--- src/rtl/eth_bridge_pkg.sv ---
`default_nettype none
//------------------------------------------------------------------------------
// Module   : eth_bridge_pkg
// Purpose  : Shared types and constants for the Ethernet bridge data paths.
// Revision : 1.0  initial release
//------------------------------------------------------------------------------
package eth_bridge_pkg;

   typedef logic [15:0] len_t;

   typedef enum logic [1:0] {
      IDLE = 2'd0,
      RECV = 2'd1,
      DROP = 2'd2
   } rx_state_t;

   localparam len_t ETH_MIN_LEN = 16'd64;
   localparam len_t ETH_MAX_LEN = 16'd1518;

   function automatic len_t len_sat_inc(input len_t value, input len_t limit);
      return (value >= limit) ? limit : len_t'(value + 16'd1);
   endfunction

endpackage
`default_nettype wire

--- src/rtl/rx_stat_counters.sv ---
`default_nettype none
//------------------------------------------------------------------------------
// Module   : rx_stat_counters
// Purpose  : Wrapping committed / dropped frame counters.
// Revision : 1.0  initial release
//------------------------------------------------------------------------------
module rx_stat_counters
   import eth_bridge_pkg::*;
(
   input  logic clk,
   input  logic rst,
   input  logic i_ok_pulse,
   input  logic i_drop_pulse,
   output len_t o_ok_cnt,
   output len_t o_drop_cnt
);

   len_t r_ok_cnt;
   len_t r_drop_cnt;

   always_ff @(posedge clk or negedge rst) begin
      if (!rst) begin
         r_ok_cnt   <= '0;
         r_drop_cnt <= '0;
      end else begin
         if (i_ok_pulse)
            r_ok_cnt <= r_ok_cnt + 16'd1;
         if (i_drop_pulse)
            r_drop_cnt <= r_drop_cnt + 16'd1;
      end
   end

   assign o_ok_cnt   = r_ok_cnt;
   assign o_drop_cnt = r_drop_cnt;

endmodule
`default_nettype wire

--- src/rtl/rx_control.sv ---
`default_nettype none
//------------------------------------------------------------------------------
// Module   : rx_control
// Purpose  : MAC receive stream to frame buffer writer with length/error
//            screening and commit / rollback signalling.
// Revision : 1.0  initial release
//------------------------------------------------------------------------------
module rx_control
   import eth_bridge_pkg::*;
#(
   parameter len_t MIN_LEN = ETH_MIN_LEN,
   parameter len_t MAX_LEN = ETH_MAX_LEN
) (
   input  logic       clk,
   input  logic       rst,
   input  logic [7:0] rx_data,
   input  logic       rx_data_valid,
   input  logic       rx_last_byte,
   input  logic       rx_error,
   input  logic       full_buff,
   output logic [7:0] wr_data,
   output logic       wr_en,
   output logic       wr_commit,
   output logic       wr_rollback,
   output len_t       frm_len,
   output len_t       frm_ok_cnt,
   output len_t       frm_drop_cnt
);

   localparam len_t c_cnt_sat = len_t'(MAX_LEN + 16'd1);

   rx_state_t  r_state;
   rx_state_t  w_state_nxt;
   len_t       r_cnt;
   len_t       w_cnt_nxt;
   len_t       w_len_plus;
   logic       w_bad;
   logic       w_wr_en;
   logic       w_commit;
   logic       w_rollback;

   logic [7:0] r_wr_data;
   logic       r_wr_en;
   logic       r_commit;
   logic       r_rollback;
   len_t       r_frm_len;

   assign w_len_plus = len_t'(r_cnt + 16'd1);

   always_ff @(posedge clk or negedge rst) begin
      if (!rst) begin
         r_state <= IDLE;
         r_cnt   <= '0;
      end else begin
         r_state <= w_state_nxt;
         r_cnt   <= w_cnt_nxt;
      end
   end

   always_comb begin
      w_state_nxt = r_state;
      w_cnt_nxt   = r_cnt;
      w_bad       = 1'b0;
      w_wr_en     = 1'b0;
      w_commit    = 1'b0;
      w_rollback  = 1'b0;
      case (r_state)
         IDLE: begin
            if (rx_data_valid) begin
               // A byte offered while the buffer is full is never written.
               w_wr_en   = !full_buff;
               w_cnt_nxt = 16'd1;
               if (rx_last_byte) begin
                  w_rollback = 1'b1;
                  w_cnt_nxt  = '0;
               end else if (rx_error || full_buff) begin
                  w_state_nxt = DROP;
               end else begin
                  w_state_nxt = RECV;
               end
            end
         end
         RECV: begin
            if (rx_data_valid) begin
               w_bad     = rx_error || full_buff || (w_len_plus > MAX_LEN);
               w_wr_en   = !w_bad;
               w_cnt_nxt = len_sat_inc(r_cnt, c_cnt_sat);
               if (rx_last_byte) begin
                  w_commit    = !w_bad && (w_len_plus >= MIN_LEN);
                  w_rollback  = !w_commit;
                  w_cnt_nxt   = '0;
                  w_state_nxt = IDLE;
               end else if (w_bad) begin
                  w_state_nxt = DROP;
               end
            end
         end
         DROP: begin
            if (rx_data_valid) begin
               w_cnt_nxt = len_sat_inc(r_cnt, c_cnt_sat);
               if (rx_last_byte) begin
                  w_rollback  = 1'b1;
                  w_cnt_nxt   = '0;
                  w_state_nxt = IDLE;
               end
            end
         end
         default: begin
            w_state_nxt = IDLE;
            w_cnt_nxt   = '0;
         end
      endcase
   end

   always_ff @(posedge clk or negedge rst) begin
      if (!rst) begin
         r_wr_data  <= '0;
         r_wr_en    <= 1'b0;
         r_commit   <= 1'b0;
         r_rollback <= 1'b0;
         r_frm_len  <= '0;
      end else begin
         r_wr_en    <= w_wr_en;
         r_commit   <= w_commit;
         r_rollback <= w_rollback;
         if (w_wr_en)
            r_wr_data <= rx_data;
         if (w_commit)
            r_frm_len <= w_len_plus;
      end
   end

   // Counters see the combinational strobes so they step on the same edge
   // that raises wr_commit / wr_rollback.
   rx_stat_counters u_stat (
      .clk          (clk),
      .rst          (rst),
      .i_ok_pulse   (w_commit),
      .i_drop_pulse (w_rollback),
      .o_ok_cnt     (frm_ok_cnt),
      .o_drop_cnt   (frm_drop_cnt)
   );

   assign wr_data     = r_wr_data;
   assign wr_en       = r_wr_en;
   assign wr_commit   = r_commit;
   assign wr_rollback = r_rollback;
   assign frm_len     = r_frm_len;

endmodule
`default_nettype wire

--- config.mk ---
export PLATFORM = sky130hd
export DESIGN_NAME = rx_control
export DESIGN_NICKNAME = d
export VERILOG_FILES = /design/src/rtl/eth_bridge_pkg.sv /design/src/rtl/rx_stat_counters.sv /design/src/rtl/rx_control.sv
export SDC_FILE = /design/constraint.sdc
export NUM_CORES = 1
export LEC_CHECK = 0
export ABC_AREA = 1
export CORE_MARGIN = 2
export CORE_UTILIZATION = 55
export DETAILED_ROUTE_END_ITERATION = 12
export PLACE_DENSITY = 0.84
export SLEW_MARGIN = 40
export SYNTH_ARGS = -nofsm -noshare
export SYNTH_HDL_FRONTEND = slang
export SYNTH_SLANG_ARGS = --single-unit
--- constraint.sdc ---
create_clock -name clk -period 3.15 [get_ports clk]
set_clock_uncertainty 0.1 [all_clocks]
set_input_delay 0.63 -clock clk [delete_from_list [all_inputs] [get_ports clk]]
set_output_delay 0.63 -clock clk [all_outputs]
set_load 0.02 [all_outputs]
## Word-level counts from Yosys, hierarchy flattened

Cells that the tools add are included.

- Reductions and logical operators: 11
- Add/subtract/negate cells: 3
- Mux-type cells: 26
- Equal/unequal tests: 9
- $lt $le $gt $ge: 3

Operators by type and width:

| operator | number |
|---|---|
| $mux W16 | 4 |
| $add A16 B1 Y16 const B | 3 |
| $pmux W16 S2 | 1 |
| $ge A16 B11 Y1 const B | 1 |
| $ge A16 B7 Y1 const B | 1 |
| $gt A16 B11 Y1 const B | 1 |
| $mux W2 | 8 |
| $mux W1 | 10 |
| $ne A2 B2 Y1 const B | 5 |
| $pmux W2 S3 | 1 |
| $reduce_and A6 Y1 | 1 |
| $pmux W1 S2 | 2 |
| $reduce_or A2 Y1 | 2 |
| $logic_not A1 Y1 | 3 |
| $ne A3 B3 Y1 const B | 1 |
| $eq A2 B1 Y1 const B | 1 |
| $eq A2 B2 Y1 const B | 1 |
| $logic_not A2 Y1 | 1 |
| $logic_or A1 B1 Y1 | 2 |
| $ne A2 B1 Y1 const B | 1 |
| $reduce_and A2 Y1 | 1 |
| $logic_and A1 B1 Y1 | 1 |

- Input bits: 14
- Word-level logic and storage cells: 61
- Bits in registers: 77
- Output and inout bits: 59

## Logic depth before layout (Yosys ltp)

Gate-level depths: netlist of the first run.

- Depth after elaboration: 9
- Mapped depth: 18
- Gate-level depth less buffers: 17

## Hierarchy

Synthesis of the first run repeated with hierarchy kept, for this count alone.

- Cells, all modules: 566
- Area total of the unflattened synthesis: 4,267.8 µm²

Modules (own cells, without submodules):

| module | area each (µm²) | times used | seq. area each (µm²) | cells each |
|---|---|---|---|---|
| rx_control | 2,566.2 | 1 | 1,126.1 | 350 |
| rx_stat_counters | 1,701.6 | 1 | 800.8 | 216 |

## Least setup slack after synthesis of the first run

Ideal clock, no wire load.

- Path type: register to register
- From: register r_cnt[0]
- To: register u_stat.r_ok_cnt[6] (netlist: u_stat.o_ok_cnt[6])
- Path buffers: 1
- Data required time: 2,933 ps
- Clock period less this slack: 2,073 ps
- Library setup time: 117 ps
- Stages on the path, launching flop included: 16
- Setup slack: 1,077 ps
- Arrival time: 1,856 ps
- Path through: dfrtp_1 ha_1 nand2_2 nor2_4 nand3_1 nand2_1 nand3_1 inv_1 nand2_1 nor2_2 nand3_2 nor2_4 buf_4 nand2_1 nand2_1 nand2_1

- Word-level cells in the longest chain between the ends: 8
- Elaborated cells on any way between the ends: 9
- Classes of those cells: add/sub: 1; order compare: 2; mux: 3; reduce/logical: 3

Ends and longest elaborated chain:

| element | RTL line | text |
|---|---|---|
| start: declaration | rx_control.sv:34 | `len_t r_cnt;` |
| start signal: assignment | rx_control.sv:56 | `r_cnt <= w_cnt_nxt;` |
| $add A16 B1 Y16 * | rx_control.sv:48 | `assign w_len_plus = len_t'(r_cnt + 16'd1);` |
| $gt A16 B11 Y1 | rx_control.sv:85 | `w_bad = rx_error \|\| full_buff \|\| (w_len_plus > MAX_LEN);` |
| $logic_or A1 B1 Y1 | rx_control.sv:85 |  |
| $logic_not A1 Y1 | rx_control.sv:89 | `w_commit = !w_bad && (w_len_plus >= MIN_LEN);` |
| $logic_and A1 B1 Y1 * | rx_control.sv:89 |  |
| $mux W1 * | rx_control.sv:88 | `if (rx_last_byte) begin` |
| $mux W1 * | rx_control.sv:84 | `if (rx_data_valid) begin` |
| $mux W1 * | rx_control.sv:67 | `case (r_state)` |
| end signal: assignment | rx_stat_counters.sv:27 | `r_ok_cnt <= r_ok_cnt + 16'd1;` |
| end: declaration | rx_stat_counters.sv:18 | `len_t r_ok_cnt;` |

Every way passes the cells marked *; elsewhere a longest branch is shown, timed or not.
A chain may end at the register's enable or synchronous reset.

## Worst setup path in the final report of the first run

- From: register r_cnt[0]
- To: register u_stat.r_ok_cnt[11] (netlist: u_stat.o_ok_cnt[11])

The elaborated chain is that of the path after synthesis.

==> results of run 1 <==
synth_stat cells (all sizes together):
cell type,instances
nand2,193
dfrtp,77
inv,66
nor2,56
nand3,52
o21ai,36
nand4,14
xnor2,14
buf,9
ha,8
nor3,7
xor2,6
nor4,5
a21oi,4
o22ai,3
clkbuf,1
nand3b,1
o21bai,1
o311ai,1
or2,1
logic make-up after synthesis:
logic type	Yosys count	share of synthesized area [%]
flip-flops	77	45.94
AO/OA/AOI/OAI	45	5.698
buffers and inverters	76	7.518
adder cells (fa/ha/maj)	8	2.387
XOR/XNOR	20	4.177
AND/OR/NAND/NOR	329	34.28
routing by layer:
metal | part of all wire [%] | track usage [%] | routed length [um]
met3 | 7.2 | 4.647 | 704
met5 | 0 | 0 | 0
met2 | 47 | 39.88 | 4646
met1 | 44 | 33.50 | 4286
met4 | 1.7 | 9.470 | 165
where the power goes:
group	total [mW]	leakage, nW	switching (mW)	internal [mW]
clock network	0.891	0.116	0.364	0.527
logic	0.753	1.34	0.438	0.315
registers	1.21	1.00	0.114	1.10
total	2.86	2.46	0.916	1.94
layout make-up:
cell class | instances | area, um2 | share of cell area, %
clock buffer | 10 | 127.6 | 2.438
clock inverter | 6 | 111.4 | 2.128
inverter | 66 | 247.7 | 4.733
multi-input combinational | 402 | 1952 | 37.29
tap | 99 | 123.9 | 2.367
sequential | 77 | 1927 | 36.82
timing repair buffer | 75 | 744.5 | 14.22
critical path, delay by kind of cell, from the launching register on:
family,cells,cell delay (ps)
AO/OA/AOI/OAI,2,530
adder cells (fa/ha/maj),1,270
flip-flops,1,450
AND/OR/NAND/NOR,9,1340
through the flow:
stage | instances | area, um2
finish | 735 | 5234
global route | 735 | 5234
CTS | 735 | 5234
detailed placement | 719 | 4995
global placement | 719 | 4991
floorplan | 555 | 4194
sequential cells by signal, summed over array words and instances, names as in the netlist, 2 cells and up:
signal	cells
frm_len	16
r_cnt	16
r_state	2
u_stat.o_drop_cnt	16
u_stat.o_ok_cnt	16
wr_data	8
path summary, 6_finish.rpt:
kind,from,end,slack (ps),depth (start not counted)
setup / recovery,r_cnt[0],u_stat.o_ok_cnt[11],340,12
hold reg to reg,wr_data[4],wr_data[4],390,2
max in group asynchronous,rst,r_cnt[13],2270,1
hold / removal,rst,frm_len[7],180,1
min in group clk,wr_data[4],wr_data[4],390,2
setup reg to reg,r_cnt[0],u_stat.o_ok_cnt[11],340,12
==> qor.csv, run 1 <==
metric,value,unit
Detailed Route Iter0 Violations,312,
core area,7331,um2
drt pass-1 iters,7,
Min-Delay Path Class,in2async,
gr usage total,24.80,%
Max Buffers Root-to-Sink,2,
most frequent cells in the layout,"nand2_1, dfrtp_1, clkdlybuf4s50_1",
Synth Warn #,0,
post-route ant nets,0,
number of global-route vias before repair,3715,
fin crit period,2812,ps
cell taking the most area after synthesis,dfrtp_1,
Yosys reg bits,77,
Top Ports,73,
# DRC,0,
largest net degree at the start of global routing,78,
crit end category,flip-flop,
layout cell share with drive strength beyond 1,6.604,%
initial core utilization,57.21,%
first-pass GRT wire length,16900,um
slowest cell delay on critical path,450,ps
CTS buffer count,9,
worst-path fanout max,24,
Yosys cell types,30,
final hold violations,0,
CTS tree,done,
fmax,0.3556,GHz
post-CTS setup repair buffer count,0,
via density per instance,5.363,
Die X-Extent,91.33,um
Routed wire per std cell,13.34,um
final slew viol count,0,
most common library cell in the layout ignoring fill and taps,nand2_1,
"Req. time, crit path",3280,ps
Arrival @ worst endpoint,2940,ps
# port buffers,72,
die area,8340,um2
Clk Tree Root Cell,clkbuf_8,
RSZ-0062 raised after global routing,false,
synth-to-layout area growth,24.79,%
Pleak,2.460,nW
antenna violations before repair,0,
Min Hold Slack,184.5,ps
outcome,"finished, final reports clean",
total number of vias,3942,
latest clock arrival within the worst-skew pair,340,ps
Setup-failing EPs final,0,
syn_nets,577,
startpoint types,flip-flop,
diode count,0,
Tightest Pin Transition,687.2,ps
post-cts resize count,0,
detailed placement HPWL,7025,um
largest cells by area after synthesis,"dfrtp_1, nand2_1, nand3_1",
Syn Area/Cell,7.557,um2
fin crit share,89.28,%
PwrDens,545.9,nW/um2
total routed wirelength,9803,um
fin nets,653,
Yosys top cell area share,45.94,%
worst IR drop on VDD,0.0004520,V
Slew headroom,54.19,%
die extent in y,91.33,um
synthesized area,4194,um2
CTS Hold Bufs,0,
type of the worst setup path,reg2reg,
Final Power,2.857,mW
CTS Sinks,77,
Post-Synthesis Cells,555,
final setup TNS,0,ps
# rows,31,
"Seq/Total Area, Yosys",45.94,%
pre-CTS setup slack,356.9,ps
grt total ovfl,0,
clock slew at reported path FFs,80,ps
post-route setup slack,337.7,ps
Fillers,562,
# Max-Cap Violations,0,
final core occ,71.39,%
"Max stage delay cell, worst path",dfrtp_1,
GP Congestion,0.9349,
crit-path cells,ha_1 -> nand3_1 -> nor2_2 -> nand3_1 -> nand2_1 -> nand2_1 -> nor2_2 -> nand3_1 -> a21oi_2 -> nand3_2 -> o21ai_0 -> nand2_1,
H-tree depth,3,
(Power assumes the default switching activity.)
==> run 2: changes to the inputs <==
--- a/config.mk
+++ b/config.mk
@@ -6,7 +6,6 @@
 export NUM_CORES = 1
 export LEC_CHECK = 0
 export ABC_AREA = 1
-export CORE_MARGIN = 2
 export CORE_UTILIZATION = 55
 export DETAILED_ROUTE_END_ITERATION = 12
 export PLACE_DENSITY = 0.84
==> qor.csv, run 2 (same netlist as run 1, synthesis figures left out) <==
metric,value,unit,change
outcome,"finished, final reports clean",,
Detailed Route Iter0 Violations,279,,-11%
antenna violations before repair,0,,unchanged
worst IR drop on VDD,0.0003985,V,-12%
switching part of the total,34.36,%,+2.3 points
most frequent cells in the layout,"nand2_1, dfrtp_1, clkdlybuf4s50_1",,
via density per instance,5.299,,-1.2%
final hold violations,0,,unchanged
# rows,31,,unchanged
CTS Sinks,77,,unchanged
Fillers,584,,+3.9%
post-cts resize count,0,,unchanged
core area,7331,um2,unchanged
most common library cell in the layout ignoring fill and taps,nand2_1,,
diode count,0,,unchanged
Pleak,2.440,nW,-0.81%
total number of vias,3900,,-1.1%
Die X-Extent,89.33,um,-2.2%
die extent in y,89.33,um,-2.2%
initial core utilization,57.21,%,unchanged
post-route setup slack,351.1,ps,+13.39 ps
startpoint types,flip-flop,,
number of global-route vias before repair,3633,,-2.2%
fin crit period,2799,ps,-13.39 ps
fmax,0.3573,GHz,+0.48%
Layout Cell Area excl Fill,5194,um2,-0.77%
Min-Delay Path Class,in2async,,
Tightest Pin Transition,681.5,ps,-5.751 ps
fin nets,654,,+0.15%
clock slew at reported path FFs,80,ps,about the same
Final Power,2.713,mW,-5.1%
gr usage total,26.28,%,+1.5 points
die area,7979,um2,-4.3%
synth-to-layout area growth,23.84,%,
Clk Tree Root Cell,clkbuf_8,,
crit end category,flip-flop,,
latest clock arrival within the worst-skew pair,350,ps,about the same
type of the worst setup path,reg2reg,,
# Max-Cap Violations,0,,unchanged
Psw,932.0,uW,+1.8%
internal power,1.781,mW,-8.3%
total routed wirelength,9637,um,-1.7%
Reg power frac,44.7,%,+2.2 points
final setup TNS,0,ps,unchanged
final core occ,70.85,%,-0.55 points
PwrDens,522.3,nW/um2,-4.3%
fin crit share,88.86,%,-0.43 points
"Req. time, crit path",3290,ps,about the same
Clk network pwr share,27.4,%,-3.8 points
# DRC,0,,unchanged
Arrival @ worst endpoint,2940,ps,about the same
largest net degree at the start of global routing,78,,unchanged
Top Ports,73,,unchanged
GP Congestion,0.9688,,+3.6%
pre-CTS setup slack,433.2,ps,+76.29 ps
CTS tree,done,,
Slew headroom,54.57,%,+0.38 points
final slew viol count,0,,unchanged
layout cell share with drive strength beyond 1,6.750,%,+0.15 points
Placed Instances,720,,+0.14%
Setup-failing EPs final,0,,unchanged
Placed Area,5002,um2,+0.15%
Post-Layout Cell Count,736,,+0.14%
Min Hold Slack,188.2,ps,+3.746 ps
post-CTS setup repair buffer count,0,,unchanged
H-tree depth,3,,unchanged
CTS Hold Bufs,0,,unchanged
Max Buffers Root-to-Sink,2,,unchanged
# port buffers,72,,unchanged
Combinational Power Share,27.9,%,+1.6 points
Routed wire per std cell,13.09,um,-1.8%
detailed placement HPWL,6880,um,-2.1%
post-route ant nets,0,,unchanged
grt total ovfl,0,,unchanged
CTS buffer count,9,,unchanged
drt pass-1 iters,5,,-2
first-pass GRT wire length,16080,um,-4.9%
RSZ-0062 raised after global routing,false,,
worst-path fanout max,28,,+17%
[run 2: cell count changes in the layout (fill, tap and decap cells not counted), sizes merged]
cell and change:
bufinv -2, buf +1, clkinv +1, clkinvlp +1
[run 2: final cells by class]
type	count	area [um2]	share of cell area, %
tap	99	123.9	2.385
clock inverter	6	63.81	1.229
multi-input combinational	402	1952	37.58
inverter	66	247.7	4.770
clock buffer	10	127.6	2.457
timing repair buffer	76	752.0	14.48
sequential	77	1927	37.10
[run 2: per-layer routing]
layer,routed length (um),up-vias,GRT usage [%]
li1,-,1918,-
met1,4366,1828,34.01
met2,4553,143,44.00
met3,592,11,4.340
met4,125,0,10.82
met5,0,-,0
[run 2: power by group through the flow]
stage	Combinational, mW	Sequential [mW]	Clock, mW
after global routing	0.839	1.23	0.789
after detailed placement	0.753	1.23	0
final	0.757	1.21	0.742
after global placement	0.737	1.22	0
after CTS	0.762	1.21	0.753
after floorplan	0.330	1.33	0
[run 2: final timing paths]
check | to | slack (ps) | cells after the start | start
worst max-delay path | u_stat.o_ok_cnt[13] | 350 | 14 | r_cnt[0]
worst min-delay path | frm_len[7] | 190 | 1 | rst
worst max register to register | u_stat.o_ok_cnt[13] | 350 | 14 | r_cnt[0]
worst min register to register | wr_data[2] | 390 | 2 | wr_data[2]
max in group asynchronous | r_cnt[3] | 2280 | 1 | rst
min in group clk | wr_data[2] | 390 | 2 | wr_data[2]
[run 2: worst max-delay path: stages, from the launching register on]
cell	delay, ps
dfrtp_1	440
ha_1	280
nand2_2	110
nor2_4	190
nand3_1	100
nand2_1	160
inv_2	50
nand3_1	100
nor2_1	70
nand3_1	160
nand3_2	140
nor2_4	490
nand3_1	160
nand2_1	100
nand2_1	50
